`src/rtl/fib_zeck_pkg.sv`:
```
// Shared types and constant functions for the Zeckendorf encoder.
// fib() follows F(1)=F(2)=1; min_code_w() gives the fewest digits that cover DATA_W bits.
package fib_zeck_pkg;

    typedef enum logic [1:0] {
        IDLE = 2'd0,
        CALC = 2'd1,
        HOLD = 2'd2
    } state_e;

    function automatic logic [63:0] fib(input int n);
        logic [63:0] a;
        logic [63:0] b;
        logic [63:0] t;
        a = 64'd1;
        b = 64'd1;
        for (int i = 3; i <= n; i++) begin
            t = a + b;
            a = b;
            b = t;
        end
        return (n <= 0) ? 64'd0 : b;
    endfunction

    // Smallest c with F(c+2) > 2^data_w - 1.
    function automatic int min_code_w(input int data_w);
        logic [63:0] max_val;
        int          c;
        max_val = (64'd1 << data_w) - 64'd1;
        c = 1;
        while ((fib(c + 2) <= max_val) && (c < 90)) begin
            c++;
        end
        return c;
    endfunction

endpackage

```
`src/rtl/fib_weight_gen.sv`:
```
// Fibonacci weight pair stepping downward: load gives (F(CODE_W+1), F(CODE_W)), step maps (a,b)->(b,a-b).
// One step per clock, no stall input; the owner decides when to load or step.
module fib_weight_gen
    import fib_zeck_pkg::*;
#(
    parameter int W      = 17,
    parameter int CODE_W = 23
) (
    input  logic         clk,
    input  logic         rst,
    input  logic         load_i,
    input  logic         step_i,
    output logic [W-1:0] fa_o
);

    localparam logic [W-1:0] FA_INIT = W'(fib(CODE_W + 1));
    localparam logic [W-1:0] FB_INIT = W'(fib(CODE_W));

    logic [W-1:0] fa_q, fa_d;
    logic [W-1:0] fb_q, fb_d;

    always_comb begin
        fa_d = fa_q;
        fb_d = fb_q;
        if (load_i) begin
            fa_d = FA_INIT;
            fb_d = FB_INIT;
        end else if (step_i) begin
            fa_d = fb_q;
            fb_d = fa_q - fb_q;
        end
    end

    always_ff @(posedge clk or negedge rst) begin
        if (!rst) begin
            fa_q <= '0;
            fb_q <= '0;
        end else begin
            fa_q <= fa_d;
            fb_q <= fb_d;
        end
    end

    assign fa_o = fa_q;

endmodule

```
`src/rtl/fib_zeck_encoder_param.sv`:
```
// Greedy Zeckendorf encoder, one digit per clock; done_trans arrives CODE_W clocks after capture.
// Level request en_encode, no retrigger while held (HOLD); FIB_ZECK_OBFUS_EN adds an XOR key port.
module fib_zeck_encoder_param
    import fib_zeck_pkg::*;
#(
    parameter int DATA_W = 16,
    parameter int CODE_W = 23
) (
    input  logic              clk,
    input  logic              rst,
    input  logic              en_encode,
    input  logic [DATA_W-1:0] input_binary,
`ifdef FIB_ZECK_OBFUS_EN
    input  logic [CODE_W-1:0] obfus_key,
`endif
    output logic              done_input,
    output logic              receive,
    output logic              done_trans,
    output logic [CODE_W-1:0] out_B
);

    localparam int RW    = DATA_W + 1;
    localparam int IDX_W = (CODE_W > 1) ? $clog2(CODE_W) : 1;

    if (CODE_W < min_code_w(DATA_W)) begin : g_code_w_too_small
        $error("CODE_W=%0d cannot represent every %0d-bit value", CODE_W, DATA_W);
    end

    state_e            state_q, state_d;
    logic [RW-1:0]     resid_q, resid_d;
    logic [CODE_W-1:0] code_q, code_d;
    logic [IDX_W-1:0]  idx_q, idx_d;
    logic [CODE_W-1:0] out_q, out_d;
    logic              done_input_q, done_input_d;
    logic              receive_q, receive_d;
    logic              done_trans_q, done_trans_d;
`ifdef FIB_ZECK_OBFUS_EN
    logic [CODE_W-1:0] key_q, key_d;
`endif

    logic              wg_load;
    logic              wg_step;
    logic [RW-1:0]     wg_fa;
    logic              digit;

    fib_weight_gen #(
        .W      (RW),
        .CODE_W (CODE_W)
    ) u_weight_gen (
        .clk    (clk),
        .rst    (rst),
        .load_i (wg_load),
        .step_i (wg_step),
        .fa_o   (wg_fa)
    );

    always_comb begin
        state_d      = state_q;
        resid_d      = resid_q;
        code_d       = code_q;
        idx_d        = idx_q;
        out_d        = out_q;
        done_input_d = 1'b0;
        receive_d    = receive_q;
        done_trans_d = 1'b0;
        wg_load      = 1'b0;
        wg_step      = 1'b0;
        digit        = 1'b0;
`ifdef FIB_ZECK_OBFUS_EN
        key_d        = key_q;
`endif
        case (state_q)
            IDLE: begin
                if (en_encode) begin
                    resid_d      = {1'b0, input_binary};
                    code_d       = '0;
                    idx_d        = IDX_W'(CODE_W - 1);
                    wg_load      = 1'b1;
                    done_input_d = 1'b1;
                    receive_d    = 1'b1;
`ifdef FIB_ZECK_OBFUS_EN
                    key_d        = obfus_key;
`endif
                    state_d      = CALC;
                end
            end
            CALC: begin
                digit         = (resid_q >= wg_fa);
                code_d[idx_q] = digit;
                if (digit) begin
                    resid_d = resid_q - wg_fa;
                end
                wg_step = 1'b1;
                idx_d   = idx_q - IDX_W'(1);
                if (idx_q == '0) begin
`ifdef FIB_ZECK_OBFUS_EN
                    out_d = code_d ^ key_q;
`else
                    out_d = code_d;
`endif
                    done_trans_d = 1'b1;
                    receive_d    = 1'b0;
                    state_d      = en_encode ? HOLD : IDLE;
                end
            end
            HOLD: begin
                // Request still held from the finished encode: wait for release.
                if (!en_encode) begin
                    state_d = IDLE;
                end
            end
            default: state_d = IDLE;
        endcase
    end

    always_ff @(posedge clk or negedge rst) begin
        if (!rst) begin
            state_q      <= IDLE;
            resid_q      <= '0;
            code_q       <= '0;
            idx_q        <= '0;
            out_q        <= '0;
            done_input_q <= 1'b0;
            receive_q    <= 1'b0;
            done_trans_q <= 1'b0;
`ifdef FIB_ZECK_OBFUS_EN
            key_q        <= '0;
`endif
        end else begin
            state_q      <= state_d;
            resid_q      <= resid_d;
            code_q       <= code_d;
            idx_q        <= idx_d;
            out_q        <= out_d;
            done_input_q <= done_input_d;
            receive_q    <= receive_d;
            done_trans_q <= done_trans_d;
`ifdef FIB_ZECK_OBFUS_EN
            key_q        <= key_d;
`endif
        end
    end

    assign done_input = done_input_q;
    assign receive    = receive_q;
    assign done_trans = done_trans_q;
    assign out_B      = out_q;

endmodule

```
`config.mk`:
```
export PLATFORM = sky130hd
export DESIGN_NAME = fib_zeck_encoder_param
export DESIGN_NICKNAME = d
export VERILOG_FILES = /design/src/rtl/fib_zeck_pkg.sv /design/src/rtl/fib_weight_gen.sv /design/src/rtl/fib_zeck_encoder_param.sv
export SDC_FILE = /design/constraint.sdc
export NUM_CORES = 1
export LEC_CHECK = 0
export BUFFER_PORTS_ARGS = -buffer_cell sky130_fd_sc_hd__buf_2
export CAP_MARGIN = 10
export CORE_ASPECT_RATIO = 1.2
export CORE_UTILIZATION = 35
export CTS_CLUSTER_SIZE = 16
export DETAILED_ROUTE_END_ITERATION = 7
export MAX_ROUTING_LAYER = met4
export SETUP_SLACK_MARGIN = 0.02
export SYNTH_ARGS = -nofsm -noshare
export SYNTH_HDL_FRONTEND = slang
export SYNTH_SLANG_ARGS = --single-unit
```
`constraint.sdc`:
```
create_clock -name clk -period 5.8 [get_ports clk]
set_clock_uncertainty 0.05 [all_clocks]
set_input_delay 1.16 -clock clk [delete_from_list [all_inputs] [get_ports clk]]
set_output_delay 1.16 -clock clk [all_outputs]
set_load 0.02 [all_outputs]
```
### After elaboration in Yosys (flattened, before gate mapping)

Index checks and enable logic that the tools add are counted.

* logic and storage cells: 59
* flip-flop bits (word level): 107
* output and inout port bits: 26
* bits of input ports: 19

* $lt $le $gt $ge: 3
* $add $sub $neg: 3
* reduce and logical (&&, ||, !) cells: 10
* equality and inequality tests: 6
* muxes and demuxes: 27

Operators by type and width (count)
* two-way mux 17 bit: 6
* case mux 23 bit (2 select lines): 1
* case mux 17 bit (2 select lines): 1
* subtractor 17 bit: 2
* bitwise mux 23 bit: 1
* two-way mux 23 bit: 1
* >= comparator 17 bit: 1
* case mux 5 bit (2 select lines): 1
* AND reduction 3 bit: 3
* two-way mux 1 bit: 8
* two-way mux 2 bit: 4
* != test 2 bit, second input constant: 4
* < comparator 5 x 6 -> 1 bit, second input constant: 1
* case mux 2 bit (3 select lines): 1
* demux 1 bit (select 5 bit): 1
* >= comparator 5 x 1 -> 1 bit, second input constant: 1
* zero test 5 bit: 1
* two-way mux 5 bit: 1
* subtractor 5 x 1 -> 5 bit, second input constant: 1
* AND reduction 2 bit: 2
* nonzero test 2 bit: 2
* == test 2 x 1 -> 1 bit, second input constant: 1
* == test 2 bit, second input constant: 1
* zero test 2 bit: 1
* 2 further kinds: 2

### Depth between registers and ports, before layout

Gate-level depths: netlist (run 1).

* depth after elaboration: 6
* depth in mapped cells: 11
* gate-level depth less buffers: 10

### Hierarchy

A second synthesis (run 1) with hierarchy kept.

* cell total of the unflattened synthesis: 721
* area total of the unflattened synthesis: 6383.6 sq um

Modules (own cells, without submodules)
* fib_zeck_encoder_param: times used 1, area each 4164.0 sq um, sequential area each 1801.7 sq um, cells an instance 473
* fib_weight_gen: times used 1, area each 2219.6 sq um, sequential area each 850.8 sq um, cells an instance 248

### Worst setup path before layout (run 1)

Ideal clock, no wire load.

* path type: flip-flop to flip-flop
* start point: register u_weight_gen.fa_q[10], in the netlist u_weight_gen.fa_o[10]
* end point: register out_q[17], in the netlist out_B[17]
* slack: 3448 ps
* data required time: 5618 ps
* buffers on the path: 2
* period minus slack after synthesis: 2352 ps
* stages on the path, launching flop included: 12
* arrival time: 2170 ps
* path through: dfrtp_1 inv_1 ha_1 buf_6 a21oi_4 o221ai_2 a211oi_2 nor2_1 or3_4 buf_6 mux2i_1 o21ai_1

* cells in the longest elaborated chain, start to end: 2

RTL lines
* start: declaration: line fib_weight_gen.sv:19 `logic [W-1:0] fa_q, fa_d;`
* start signal: assignment: line fib_weight_gen.sv:36 `fa_q <= '0;`
* start signal: assignment: line fib_weight_gen.sv:39 `fa_q <= fa_d;`
* >= comparator 17 bit: line fib_zeck_encoder_param.sv:88 `digit = (resid_q >= wg_fa);`
* bitwise mux 23 bit: line fib_zeck_encoder_param.sv:89 `code_d[idx_q] = digit;`
* end signal: assignment: line fib_zeck_encoder_param.sv:134 `out_q <= out_d;`
* end: declaration: line fib_zeck_encoder_param.sv:33 `logic [CODE_W-1:0] out_q, out_d;`

No other way between the ends.
A chain may end at the register's enable or synchronous reset.

### Final worst setup path (run 1)

* start point: register u_weight_gen.fa_q[12], in the netlist u_weight_gen.fa_o[12]
* end point: register resid_q[2]

* cells in the longest elaborated chain, start to end: 3

RTL lines
* >= comparator 17 bit: line fib_zeck_encoder_param.sv:88
* != test 2 bit (no line)
* AND reduction 3 bit (no line)
* end signal: assignment: line fib_zeck_encoder_param.sv:131 `resid_q <= resid_d;`
* end: declaration: line fib_zeck_encoder_param.sv:30 `logic [RW-1:0] resid_q, resid_d;`

No other way between the ends.

==> impl_metrics.json, run 1 <==
{
  "outcome": "finished clean",
  "path_buf_inv": 1,
  "area_growth_pct": 9.811,
  "synthFlopType": "dfrtp_1",
  "dp_hpwl_mm": 11.11,
  "slowest_delay_ps": 780,
  "start_util_pct": 35.72,
  "synth_nets": 756,
  "cts.sinks": 106,
  "synth-async-reset-ratio_pct": 100.0,
  "worst_pin_slew_ps": 1057,
  "ys_seq_area_share_pct": 40.86,
  "critPathTopFamily": "compound AO/OA/AOI/OAI gates",
  "vias_per_cell": 5.441,
  "cts_tree": "yes",
  "grt_pass1_wl_mm": 26.40,
  "nets": 777,
  "critPathCaptureType": "flip-flop",
  "yosysUniqueCellTypes": 67,
  "layout_setup_ws_ps": 2649,
  "dieArea_um2": 19100,
  "fin_util_pct": 39.22,
  "rsz0062_at_grt": "false",
  "avgSynthCellArea_um2": 9.313,
  "path_cells": "inv_1 > ha_1 > a21oi_1 > o221ai_2 > a211oi_2 > o31ai_4 > a21oi_2 > nor3_1 > a221o_1",
  "clockBufferDepth": 2,
  "cp_max_fo": 17,
  "clockRootBuffer": "clkbuf_16",
  "vias": 5153,
  "port_buffers": 44,
  "synth_seq_cells": 106,
  "mostFrequentLayoutCell": "dfrtp_1",
  "avgRoutedWirePerCell_um": 16.78,
  "max_slew_margin_pct": 29.54,
  "place_congestion": 0.8527,
  "synth_area_um2": 6491,
  "fp-row-count": 54,
  "drtIter0Drc": 349,
  "drive_gt1_share_pct": 12.31,
  "layout_common_cells": "dfrtp_1, nand2_1, inv_1",
  "grt_util_all_layers_pct": 18.28,
  "h-tree-depth": 3,
  "setup_violations": 0,
  "synth_cells": 697,
  "cp_slowest_cell": "a21oi_2",
  "hold_viol_final": 0,
  "fin_crit_ps": 3151,
  "drv_slew": 0,
  "required_ps": 5980,
  "path_class": "reg -> reg",
  "finalCritPeriodShare_pct": 54.33,
  "grt_overflow_total": 0,
  "tns_ps": 0,
  "route.detailed.drc": 0,
  "crit_arrival_ps": 3330,
  "yosysWarnings": 0,
  "chipHeight_um": 151.2,
  "core_area_um2": 18170,
  "place_ws_ps": 2378,
  "hold_buffers": 0,
  "first_global_vias": 5020,
  "drv_cap": 0,
  "drt.antenna.violating_nets": 0,
  "grt_max_degree": 67,
  "drt-pass1-iter-count": 5,
  "cts_resized": 0,
  "synth-edff-count": 0,
  "fmax_ghz": 0.3174,
  "wl_mm": 15.89,
  "num_io_pins": 45,
  "antenna_found_initial": 0,
  "die_x_um": 126.3,
  "clock_latency_ps": 350,
  "postCtsSetupRepairBufs": 0,
  "clk_pin_slew_worst_paths_ps": 80,
  "hp-class": "reg -> reg",
  "startpoint_type": "flip-flop",
  "cts_buffers": 9,
  "diodes": 0
}
## flip-flops by register name, indices dropped and copies added, names as in the netlist
name	count
out_B	23
code_q	22
resid_q	17
u_weight_gen.fa_o	17
u_weight_gen.fb_q	17
idx_q	5
state_q	2
done_input	1
done_trans	1
receive	1
## cells in the mapped netlist (8+ instances only)
master / number / share of area [%]
a211oi_1: 8 / 0.93
a21o_1: 9 / 1.0
a21oi_1: 31 / 2.4
a22o_1: 16 / 2.2
a31oi_1: 12 / 1.2
and3_1: 8 / 0.77
buf_2: 8 / 0.62
clkbuf_1: 23 / 1.3
dfrtp_1: 106 / 41
ha_1: 38 / 7.3
inv_1: 54 / 3.1
mux2i_1: 22 / 3.4
nand2_1: 61 / 3.5
nand2b_1: 14 / 1.3
nand3_1: 12 / 0.93
nor2_1: 36 / 2.1
nor2b_1: 11 / 1.1
nor3_1: 19 / 1.5
o211ai_1: 10 / 1.2
o21a_1: 9 / 1.0
o21ai_0: 39 / 3.0
o21ai_1: 20 / 1.5
o22ai_1: 22 / 2.1
xor2_1: 9 / 1.2
## area by class of cell
cell class	count	area (µm²)
repair buffers	49	260.3
flip-flops and latches	106	2653
fillers	1843	11050
inverters	54	202.7
clock buffers	10	239.0
clock inverters	6	47.55
well taps	224	280.3
multi-input cells	498	3446
## logic make-up (layout without fill, tap and decap cells)
logic type,count (synthesis),count (layout),share of synthesized area [%]
AOI/OAI and AO/OA,221,221,23.86
and+or+nand+nor,198,198,15.44
DFF,106,106,40.86
muxes,23,23,3.566
adders and majority gates,40,40,7.941
xor gates and xnor gates,16,16,2.159
buffers and inverters,93,119,6.168
## worst paths after layout
check                                                       start                     end  slack, ps  depth (start not counted)
worst max-delay path            u_weight_gen.fa_o[12]$_DFFE_PN0P_  resid_q[2]$_DFFE_PN0P_       2650                          9
worst min-delay path                        out_B[14]$_DFFE_PN0P_   out_B[14]$_DFFE_PN0P_        420                          2
worst max register to register  u_weight_gen.fa_o[12]$_DFFE_PN0P_  resid_q[2]$_DFFE_PN0P_       2650                          9
worst min register to register              out_B[14]$_DFFE_PN0P_   out_B[14]$_DFFE_PN0P_        420                          2
max in group asynchronous                                     rst  code_q[12]$_DFFE_PN0P_       3750                          2
min in group asynchronous                                     rst   out_B[10]$_DFFE_PN0P_        870                          1
## per-stage QoR
step	cells	area, µm²	hold WS (ps)
2_1_floorplan	697	6491	406.3
3_3_place_gp	931	6842	400.1
3_5_place_dp	931	6842	403.4
4_1_cts	947	7128	421.9
5_1_grt	947	7128	454.8
6_report	947	7128	415.3
## worst reg2reg max path, stage by stage, from the launching register on
cell	delay, ps
dfrtp_1	370
inv_1	50
ha_1	410
a21oi_1	310
o221ai_2	130
a211oi_2	350
o31ai_4	130
a21oi_2	780
nor3_1	150
a221o_1	300
## per-layer routing
layer	up-vias	wire, µm	share of wire [%]	GRT usage, %
li1	2562	-	-	-
met2	94	7569	48	30.44
met4	0	307	1.9	6.807
met1	2478	7559	48	22.79
met5	-	0	0	-
met3	19	456	2.9	2.331
Power of run 1 is not shown: default switching activity piles up to over one toggle a cycle in this logic, so the estimate is an artifact.
==> inputs of run 2 (changes only) <==
clock period = 2.8 ns   (was 5.8 ns; I/O delays follow)
==> run 2 against run 1 <==
  * First-iteration DRC count grew 3.7%
  * Clock-buffer cell count shrank 1
  * Non-clock buffer count grew 12
  * Cell count grew 1.2%
  * Hold slack lost 370 ps
  * Sequential cell count is the same
  * Core utilization grew 0.72 points
  * Highest routed layer unchanged
==> impl_metrics.json, run 2 (synthesis gave the netlist of run 1 again) <==
{
  "outcome": "finished clean",
  "critPathCaptureType": "flip-flop",
  "diodes": 0,
  "clock_latency_ps": 360,
  "area_growth_pct": 11.83,
  "h-tree-depth": 3,
  "multiInputGateArea_um2": 3462,
  "start_util_pct": 35.72,
  "drive_gt1_share_pct": 14.31,
  "largest_reg_flops": 23,
  "wl_mm": 15.76,
  "num_io_pins": 45,
  "clk_pin_slew_worst_paths_ps": 80,
  "cts_tree": "yes",
  "cts_buffers": 9,
  "cp_max_fo": 3,
  "port_buffers": 44,
  "nets": 789,
  "setup_violations": 0,
  "place_congestion": 0.9032,
  "seq_area_um2": 2653,
  "drv_cap": 0,
  "antenna_found_initial": 0,
  "grt_overflow_total": 0,
  "fill_cells": 1804,
  "first_global_vias": 5106,
  "grt_max_degree": 53,
  "required_ps": 3050,
  "fp-row-count": 54,
  "drv_slew": 0,
  "worst_pin_slew_ps": 603.7,
  "layout_common_cells": "dfrtp_1, nand2_1, inv_1",
  "avgRoutedWirePerCell_um": 16.45,
  "rsz0062_at_grt": "false",
  "path_class": "reg -> reg",
  "route.detailed.drc": 0,
  "chipHeight_um": 151.2,
  "drtIter0Drc": 362,
  "startpoint_type": "flip-flop",
  "dieArea_um2": 19100,
  "die_x_um": 126.3,
  "max_slew_margin_pct": 59.71,
  "vias_per_cell": 5.460,
  "clockRootBuffer": "clkbuf_16",
  "finalCritPeriodShare_pct": 94.09,
  "crit_arrival_ps": 2880,
  "cts.sinks": 106,
  "fmax_ghz": 0.3796,
  "hp-class": "in -> async",
  "tns_ps": 0,
  "hold_viol_final": 0,
  "mostFrequentLayoutCell": "dfrtp_1",
  "vias": 5231,
  "grt_util_all_layers_pct": 17.93,
  "fin_crit_ps": 2634,
  "core_area_um2": 18170,
  "drt-pass1-iter-count": 5,
  "grt_pass1_wl_mm": 26.17,
  "drt.antenna.violating_nets": 0,
  "clockBufferDepth": 2,
  "dp_hpwl_mm": 11.26,
  "postCtsSetupRepairBufs": 0
}
[run 2: routing by layer]
layer | track usage (%) | up-vias | part of all wire, %
met3 | 2.791 | 12 | 2.8
met5 | - | - | 0
met1 | 22.13 | 2549 | 47
met4 | 5.120 | 0 | 1.3
met2 | 30.47 | 82 | 49
li1 | - | 2588 | -
[run 2: layout make-up]
class | count | share of cell area [%]
multi-input combinational | 498 | 47.69
sequential | 106 | 36.54
timing repair buffer | 61 | 4.998
tap | 224 | 3.861
clock buffer | 9 | 3.102
inverter | 54 | 2.792
clock inverter | 6 | 1.017
[run 2: critical path: stages (launching register included)]
cell and delay, ps:
dfrtp_1 400, ha_1 240, fa_1 420, nor2b_1 190, o31a_1 210, o21ai_0 110, a21boi_0 410, a221oi_1 210
a211oi_1 210, nand3b_1 130
[run 2: worst paths after layout]
kind | from | to | slack, ps | depth (start not counted)
setup / recovery | u_weight_gen.fb_q[0]$_DFFE_PN0P_ | u_weight_gen.fb_q[16]$_DFFE_PN0P_ | 170 | 9
hold / removal | rst | out_B[10]$_DFFE_PN0P_ | 40 | 1
setup reg to reg | u_weight_gen.fb_q[0]$_DFFE_PN0P_ | u_weight_gen.fb_q[16]$_DFFE_PN0P_ | 170 | 9
hold reg to reg | out_B[14]$_DFFE_PN0P_ | out_B[14]$_DFFE_PN0P_ | 410 | 2
max in group asynchronous | rst | idx_q[0]$_DFFE_PN0P_ | 1940 | 2
min in group clk | input_binary[2] | resid_q[2]$_DFFE_PN0P_ | 380 | 2
[run 2: repair_timing]
action / CTS / global route
setup endpoints to repair: 0 / 23
hold buffers: 0 / 0
resized for setup: 0 / 5
[run 2: stage by stage]
step	std cells	utilization [%]	hold WS [ps]	instance area, µm²	worst slack, ps
global placement	943	38.21	397.8	6944	134.7
CTS	958	39.85	46.22	7243	119.4
global route	958	39.94	69.05	7259	42.74
finish	958	39.94	43.43	7259	165.6
floorplan	697	-	214.4	6491	448.3
detailed placement	943	38.21	403.0	6944	143.6
Power of run 2 is left out for the same reason.
==> inputs of run 3 (changes only) <==
RECOVER_POWER = 50   (was default)
==> run 3 against run 2 <==
  * Largest cell class unchanged
  * Wire length rose by 0.22%
  * Critical endpoint unchanged
  * Via count rose by 0.11%
  * Clock-buffer cell count did not move
==> impl_metrics.json, run 3 (synthesis gave the netlist of run 1 again) <==
{
  "slowest_delay_ps": 420,
  "core_area_um2": 18170,
  "diodes": 0,
  "multiInputGateArea_um2": 3462,
  "cp_slowest_cell": "fa_1",
  "cts_buffers": 9,
  "required_ps": 3040,
  "nets": 789,
  "grt_overflow_total": 0,
  "max_slew_margin_pct": 12.65,
  "layout_common_cells": "dfrtp_1, nand2_1, inv_1",
  "clockRootBuffer": "clkbuf_16",
  "vias": 5237,
  "worst_pin_slew_ps": 1310,
  "fmax_ghz": 0.3798,
  "grt_max_degree": 53,
  "dieArea_um2": 19100,
  "critPathCaptureType": "flip-flop",
  "path_buf_inv": 0,
  "place_ws_ps": 143.6,
  "hp-class": "in -> reg",
  "cts_resized": 0,
  "num_io_pins": 45,
  "cts.sinks": 106,
  "clk_pin_slew_worst_paths_ps": 70,
  "avgRoutedWirePerCell_um": 16.49,
  "hold_viol_final": 0,
  "setup_violations": 0,
  "outcome": "finished clean",
  "grt_pass1_wl_mm": 26.17,
  "rsz0062_at_grt": "false",
  "path_class": "reg -> reg",
  "fill_cells": 1816,
  "die_x_um": 126.3,
  "finalCritPeriodShare_pct": 94.03,
  "vias_per_cell": 5.467,
  "seq_area_um2": 2653,
  "mostFrequentLayoutCell": "dfrtp_1",
  "clockBufferDepth": 2,
  "chipHeight_um": 151.2,
  "dp_hpwl_mm": 11.26,
  "crit_arrival_ps": 2880,
  "hold_buffers": 0,
  "wl_mm": 15.80,
  "route.detailed.drc": 0,
  "grt_util_all_layers_pct": 17.93,
  "drive_gt1_share_pct": 12.40,
  "clock_latency_ps": 360,
  "drv_slew": 0,
  "place_congestion": 0.9032,
  "layout_setup_ws_ps": 167.2,
  "drt-pass1-iter-count": 5,
  "first_global_vias": 5106,
  "tns_ps": 0,
  "fp-row-count": 54,
  "cp_max_fo": 3,
  "drt.antenna.violating_nets": 0,
  "antenna_found_initial": 0,
  "largest_reg_flops": 23,
  "area_growth_pct": 11.30,
  "start_util_pct": 35.72,
  "h-tree-depth": 3,
  "drtIter0Drc": 355,
  "cts_tree": "yes",
  "port_buffers": 44,
  "drv_cap": 0,
  "critPathTopFamily": "compound AO/OA/AOI/OAI gates",
  "postCtsSetupRepairBufs": 0,
  "startpoint_type": "flip-flop",
  "path_cells": "ha_1 > fa_1 > nor2b_1 > o31a_1 > o21ai_0 > a21boi_0 > a221oi_1 > a211oi_1 > nand3b_1",
  "fin_crit_ps": 2633
}
-- run 3: changes by cell type in the layout (fill, tap and decap cells not counted), sizes merged --
cell / before / now
buf: 61 / 45
clkbuf: 9 / 25
-- run 3: layer usage --
metal  up-vias  GRT usage [%]  routed length (µm)
li1       2592              -                   -
met1      2537          22.13                7489
met2        96          30.47                7677
met3        12          2.791                 430
met4         0          5.120                 199
met5         -              -                   0
-- run 3: metrics by stage --
step	hold slack [ps]	util [%]	std cells	instance area, µm²
after floorplan	214.4	-	697	6491
after global placement	397.8	38.21	943	6944
after detailed placement	403.0	38.21	943	6944
after CTS	46.22	39.85	958	7243
after global routing	381.6	39.75	958	7224
final	382.1	39.75	958	7224
-- run 3: area by class of cell --
class / count / area share, %
clock buffer: 9 / 3.117
clock inverter: 6 / 1.022
inverter: 54 / 2.806
multi-input combinational: 498 / 47.92
sequential: 106 / 36.72
tap: 224 / 3.879
timing repair buffer: 61 / 4.538
-- run 3: worst paths after layout --
kind	start	endpoint	slack, ps	depth (start not counted)
max reg2reg	u_weight_gen.fb_q[0]$_DFFE_PN0P_	u_weight_gen.fb_q[16]$_DFFE_PN0P_	170	9
max	u_weight_gen.fb_q[0]$_DFFE_PN0P_	u_weight_gen.fb_q[16]$_DFFE_PN0P_	170	9
min	input_binary[2]	resid_q[2]$_DFFE_PN0P_	380	2
min in group asynchronous	rst	out_B[10]$_DFFE_PN0P_	420	1
min reg2reg	out_B[14]$_DFFE_PN0P_	out_B[14]$_DFFE_PN0P_	420	2
max in group asynchronous	rst	u_weight_gen.fa_o[7]$_DFFE_PN0P_	770	2
Power of run 3 is left out for the same reason.
